--- src/rtl/regfile_mp_if.sv ---
// Bus bundle for the multi-read-port register file: clear/ready handshake, write port, read lanes.
// The pending-write scoreboard signals exist only when REGFILE_SCOREBOARD_EN is defined.
interface regfile_mp_if #(
   parameter int DATA_W = 32,
   parameter int ADDR_W = 5,
   parameter int NREAD  = 2
);
   logic                    clr;
   logic                    ready;
   logic                    we;
   logic [ADDR_W-1:0]       wa;
   logic [DATA_W-1:0]       wn;
   logic [NREAD-1:0]        re;
   logic [NREAD*ADDR_W-1:0] ra;
   logic [NREAD*DATA_W-1:0] rn;
`ifdef REGFILE_SCOREBOARD_EN
   logic                    alloc;
   logic [ADDR_W-1:0]       alloc_a;
   logic [NREAD-1:0]        rv;

   modport master (
      output clr, we, wa, wn, re, ra, alloc, alloc_a,
      input  ready, rn, rv
   );

   modport slave (
      input  clr, we, wa, wn, re, ra, alloc, alloc_a,
      output ready, rn, rv
   );
`else
   modport master (
      output clr, we, wa, wn, re, ra,
      input  ready, rn
   );

   modport slave (
      input  clr, we, wa, wn, re, ra,
      output ready, rn
   );
`endif
endinterface

--- src/rtl/regfile_mp.sv ---
// Parametrised multi-read-port register file: registered reads, write bypass, hardware clear sweep.
// Define REGFILE_SCOREBOARD_EN to add the pending-write scoreboard (alloc/alloc_a/rv).
module regfile_mp #(
   parameter int DATA_W   = 32,
   parameter int ADDR_W   = 5,
   parameter int NREAD    = 2,
   parameter int ZERO_REG = 1
) (
   input logic         clk,
   input logic         rst_n,
   regfile_mp_if.slave bus
);
   localparam int DEPTH = 2 ** ADDR_W;

   typedef enum logic {
      SWEEP,
      RUN
   } state_t;

   state_t                  state;
   state_t                  state_nx;
   logic [ADDR_W-1:0]       ptr;
   logic [ADDR_W-1:0]       ptr_nx;
   logic [DATA_W-1:0]       mem [DEPTH];
   logic [NREAD*DATA_W-1:0] rn_q;
   logic [NREAD*DATA_W-1:0] rn_nx;
   logic [ADDR_W-1:0]       rdaddr [NREAD];
   logic [NREAD-1:0]        byp;
   logic                    wr_do;

   // A write lands only in RUN, loses to clr, and never touches a hardwired entry 0.
   assign wr_do = (state == RUN) && bus.we && !bus.clr &&
                  !((ZERO_REG != 0) && (bus.wa == '0));

   assign bus.ready = (state == RUN);
   assign bus.rn    = rn_q;

   always_ff @(posedge clk or negedge rst_n) begin
      if (!rst_n) begin
         state <= SWEEP;
         ptr   <= '0;
      end else begin
         state <= state_nx;
         ptr   <= ptr_nx;
      end
   end

   always_comb begin
      state_nx = state;
      ptr_nx   = ptr;
      case (state)
         SWEEP: begin
            if (bus.clr) begin
               ptr_nx = '0;
            end else if (&ptr) begin
               state_nx = RUN;
               ptr_nx   = '0;
            end else begin
               ptr_nx = ptr + 1'b1;
            end
         end
         RUN: begin
            if (bus.clr) begin
               state_nx = SWEEP;
               ptr_nx   = '0;
            end
         end
         default: begin
            state_nx = SWEEP;
            ptr_nx   = '0;
         end
      endcase
   end

   // Storage has no reset; the sweep is what guarantees every entry starts at zero.
   always_ff @(posedge clk) begin
      if (state == SWEEP) begin
         mem[ptr] <= '0;
      end else if (wr_do) begin
         mem[bus.wa] <= bus.wn;
      end
   end

   always_comb begin
      rn_nx = '0;
      byp   = '0;
      for (int k = 0; k < NREAD; k++) begin
         rdaddr[k] = bus.ra[k*ADDR_W +: ADDR_W];
         byp[k]    = wr_do && (bus.wa == rdaddr[k]);
         if ((state == RUN) && bus.re[k] &&
             !((ZERO_REG != 0) && (rdaddr[k] == '0))) begin
            if (byp[k]) begin
               rn_nx[k*DATA_W +: DATA_W] = bus.wn;
            end else begin
               rn_nx[k*DATA_W +: DATA_W] = mem[rdaddr[k]];
            end
         end
      end
   end

   always_ff @(posedge clk or negedge rst_n) begin
      if (!rst_n) begin
         rn_q <= '0;
      end else begin
         rn_q <= rn_nx;
      end
   end

`ifdef REGFILE_SCOREBOARD_EN
   logic [DEPTH-1:0] pending;
   logic [NREAD-1:0] rv_q;
   logic [NREAD-1:0] rv_nx;
   logic             alloc_ok;

   assign alloc_ok = bus.alloc && !((ZERO_REG != 0) && (bus.alloc_a == '0));
   assign bus.rv   = rv_q;

   // The set is issued after the clear so a same-address alloc and write leaves the entry pending.
   always_ff @(posedge clk or negedge rst_n) begin
      if (!rst_n) begin
         pending <= '0;
      end else if (state == SWEEP) begin
         pending <= '0;
      end else begin
         if (wr_do) begin
            pending[bus.wa] <= 1'b0;
         end
         if (alloc_ok) begin
            pending[bus.alloc_a] <= 1'b1;
         end
      end
   end

   always_comb begin
      rv_nx = '0;
      for (int k = 0; k < NREAD; k++) begin
         rv_nx[k] = (state == RUN) && bus.re[k] && (!pending[rdaddr[k]] || byp[k]);
      end
   end

   always_ff @(posedge clk or negedge rst_n) begin
      if (!rst_n) begin
         rv_q <= '0;
      end else begin
         rv_q <= rv_nx;
      end
   end
`endif

endmodule

--- src/flat_wrapper.sv ---
// flat-port wrapper written by rule: the top's interface ports become plain ports
module regfile_mp_flat 
#(
   parameter int DATA_W   = 32,
   parameter int ADDR_W   = 5,
   parameter int NREAD    = 2,
   parameter int ZERO_REG = 1
)
  (clk, rst_n, bus_clr, bus_we, bus_wa, bus_wn, bus_re, bus_ra, bus_ready, bus_rn);
  regfile_mp_if #(.DATA_W(DATA_W), .ADDR_W(ADDR_W), .NREAD(NREAD)) bus_i ();
  input logic clk;
  input logic rst_n;
  input wire logic [$bits(bus_i.clr)-1:0] bus_clr;
  input wire logic [$bits(bus_i.we)-1:0] bus_we;
  input wire logic [$bits(bus_i.wa)-1:0] bus_wa;
  input wire logic [$bits(bus_i.wn)-1:0] bus_wn;
  input wire logic [$bits(bus_i.re)-1:0] bus_re;
  input wire logic [$bits(bus_i.ra)-1:0] bus_ra;
  output wire logic [$bits(bus_i.ready)-1:0] bus_ready;
  output wire logic [$bits(bus_i.rn)-1:0] bus_rn;
  assign bus_i.clr = bus_clr;
  assign bus_i.we = bus_we;
  assign bus_i.wa = bus_wa;
  assign bus_i.wn = bus_wn;
  assign bus_i.re = bus_re;
  assign bus_i.ra = bus_ra;
  assign bus_ready = bus_i.ready;
  assign bus_rn = bus_i.rn;
  regfile_mp #(.DATA_W(DATA_W), .ADDR_W(ADDR_W), .NREAD(NREAD), .ZERO_REG(ZERO_REG)) u_core (.clk(clk), .rst_n(rst_n), .bus(bus_i));
endmodule
--- config.mk ---
export PLATFORM = sky130hd
export DESIGN_NAME = regfile_mp_flat
export DESIGN_NICKNAME = d
export VERILOG_FILES = /design/src/rtl/regfile_mp_if.sv /design/src/rtl/regfile_mp.sv /design/src/flat_wrapper.sv
export SDC_FILE = /design/constraint.sdc
export NUM_CORES = 1
export LEC_CHECK = 0
export CORE_ASPECT_RATIO = 0.8
export CORE_UTILIZATION = 40
export CTS_BUF_LIST = sky130_fd_sc_hd__clkbuf_4
export DETAILED_ROUTE_END_ITERATION = 10
export SETUP_SLACK_MARGIN = 0.5
export SLEW_MARGIN = 20
export SYNTH_ARGS = -nofsm -noshare
export SYNTH_HDL_FRONTEND = slang
export SYNTH_SLANG_ARGS = --single-unit
--- constraint.sdc ---
create_clock -name clk -period 3.05 [get_ports clk]
set_input_delay 0.61 -clock clk [delete_from_list [all_inputs] [get_ports clk]]
set_output_delay 0.61 -clock clk [all_outputs]
set_load 0.05 [all_outputs]
==> flow_summary.yaml <==
status:
  status: "complete, no violations"
clock_tree:
  htree_levels: 5
  clockRootBuffer: "clkbuf_4"
  cts.reportedPaths.clkPinSlew_ps: 70
  clock_latency_ps: 1250
  cts_buffers: 294
  cts.path.max_buffers: 4
  cts.sinks: 1094
  cts_tree: "built"
detailed_routing:
  wl_per_cell_um: 33.61
  drc_errors: 0
  firstDrtPassIters: 6
  ant_nets: 0
  initialDrtViolationCount: 3960
  avgViaCountPerCell: 6.465
  finalWirelength_um: 170500
  num_vias: 32790
global_route:
  grt_usage_pct: 26.85
  overflow: 0
  grt_antenna_before_repair: 4
  grt_max_degree: 69
  grt_pass1_vias: 33250
  grt_pass1_wl_um: 241700
yosys:
  syn_area_um2: 50160
  synthTopCellsByArea: "edfxtp_1, mux4_2, mux2i_1"
  syn_nets: 2779
  synth_top_flop_cell: "edfxtp_1"
  synth_cell_types: 55
  synth_edf_count: 1024
  async_flop_share_pct: 6.399
  ys_seq_area_share_pct: 64.79
  avgSynthCellArea_um2: 18.42
  yosysTopAreaCellShare_pct: 61.30
  yosysMostFrequentCell: "edfxtp_1"
  synth.yosys.warnings: 0
  ys_ff_latch: 1094
  yosys-top-cells-count: "edfxtp_1, mux4_2, mux2i_1"
  yosysTopAreaCell: "edfxtp_1"
  synthCells: 2724
power:
  p_per_area_nw_per_um2: 527.5
  power_w: 0.03181
  ir_worst_vdd_mv: 0.2818
  p_leak_nw: 22.40
sta:
  fmax_mhz: 403.7
  skew_ps: 64.48
  rsz0062_at_grt: "no"
  slew_viol_final: 0
  min_period_ps: 2477
  finalSetupViolCount: 0
  setup_ws_ps: 572.9
  maxSlewHeadroom_pct: 38.19
  finalHoldViolCount: 0
  tns_ps: 0
  min_period_over_period_pct: 81.22
  worstMarginPinSlew_ps: 925.0
layout:
  final_net_count: 3276
  postLayoutCellArea_um2: 60310
  syn_to_final_growth_pct: 20.22
  drive_gt1_share_pct: 37.97
worst_setup_path:
  reg2reg_depth: 7
  r2r-end: "u_core.mem[20][12]"
  crit_family: "flip-flops"
  startpoint_type: "register"
  critPathArrivalTime_ps: 1870
  required_ps: 2440
  critPathMaxFanout: 1
  end_kind: "output pin"
  timing.rr.start: "u_core.bus.ready"
  rrSetupSlack_ps: 630
  critPathBufInv: 1
  cp_cell_sequence: "buf_6"
  worst-setup-path-type: "register to output pin"
  slowest_delay_ps: 480
  cp_slowest_cell: "dfrtp_2"
worst_hold_path:
  holdPathEnd: "u_core.bus.rn[26]"
  worstHoldPathCells: 3
  hold_start: "bus_wn[26]"
  hold_path.class: "input port to register"
floorplan:
  core_area_um2: 123600
  dieHeight_um: 318.7
  start_util_pct: 40.59
  chipWidth_um: 397.9
  die_area_um2: 126800
  num_rows: 115
  ios: 118
placement:
  gp_congestion: 0.9063
  io_buffers: 117
  post-dp-hpwl_um: 106300
  preCtsSetupSlack_ps: -211.8
  postPlaceCellArea_um2: 56600
flow_run:
  max_cap_violations: 0
[per-stage QoR]
step | util [%] | hold slack (ps) | instances
after global placement | 45.79 | 576.1 | 4539
after CTS | 48.78 | 22.46 | 5064
final | 48.79 | 130.9 | 5072
after floorplan | - | 314.4 | 2724
after detailed placement | 45.79 | 583.2 | 4539
after global routing | 48.79 | 81.58 | 5070
[area by class of cell]
type	count	area, µm²
fillers	10260	63290
inverters	3	12.51
multi-input cells	1405	17050
diodes	8	20.02
well taps	1638	2049
clock buffers	422	3168
flip-flops and latches	1094	32500
repair buffers	423	5064
clock inverters	79	442.9
[power breakdown]
group / switching [W] / internal, W
combinational: 0.00140 / 0.00100
sequential: 0.0000753 / 0.0163
clock: 0.00623 / 0.00678
[layer usage]
| layer | vias up | global-route usage (%) | part of all wire [%] |
|---|---|---|---|
| li1 | 12910 | - | - |
| met1 | 17220 | 38.36 | 40 |
| met2 | 2338 | 39.22 | 45 |
| met3 | 325 | 7.623 | 12 |
| met4 | 0 | 9.436 | 2.9 |
| met5 | - | 0 | 0 |
[worst max-delay path by stage]
stage                                  from                 to  slack [ps]  cells past startpoint
after floorplan                     bus_clr  u_core.mem[20][0]         320                      6
after global routing      u_core.bus.rn[60]         bus_rn[60]         520                      1
after detailed placement             bus_we  u_core.mem[20][6]        -210                      7
after CTS                  u_core.bus.ready          bus_ready         390                      1
after global placement               bus_we  u_core.mem[20][6]        -160                      7
final                     u_core.bus.rn[32]         bus_rn[32]         570                      1
[tightest hold or removal path, delay by kind of cell]
kind / cells / cell delay [ps]
compound gates: 1 / 80
simple gates: 1 / 120
buf+inv: 1 / 510
[flip-flops by register name, indices dropped and copies added, names as in the netlist]
signal / cells
u_core.bus.rn: 64
u_core.ptr: 5
u_core.bus.ready: 1
u_core.mem: 1024
[placed cells by master, fill, tap and decap left out, types with 5 or more instances in the layout]
cell             count
buf_2               25
o22ai_1             57
a211oi_1            19
mux4_2             401
buf_12             137
and2_1              33
dfrtp_1             67
a21boi_0            40
a22o_1              21
nor2_1              17
nand2_1             42
clkinv_1            58
buf_6               13
clkbuf_4           422
o22a_1               7
o21ai_0             34
mux2_2              22
o221ai_1            18
o21bai_1            32
xor2_1               6
nor2_4              33
dlygate4sd3_1       21
nor3_1              69
nand3_1             22
a211o_1             33
clkdlybuf4s50_1     42
nor4_1              32
a22oi_1             84
edfxtp_1          1024
bufinv_16            5
buf_4              181
a221oi_1            71
nand3_2              7
clkinv_2            13
diode_2              8
a21oi_1              5
mux2i_1            232
[timing repair]
item                       in CTS  in global routing
setup endpoints to repair     809                  1
gates resized for setup       381                  2
hold buffers                   22                  0
setup buffers                   2                  0
hold endpoints to repair       98                  0
[kinds of logic (layout without fill, tap and decap cells)]
kind of cell               after synthesis  in the layout  share of synthesized area [%]
DFF                                   1094           1094                          64.79
other                                    0              8                              0
muxes                                  656            656                          23.15
and+or+nand+nor                        288            288                          2.918
xor gates and xnor gates                10             10                         0.1746
AOI/OAI and AO/OA                      449            449                          6.822
adders and majority gates                2              2                        0.04988
buffers and inverters                  225            927                          2.098
Power figures use the tool's default switching activity.
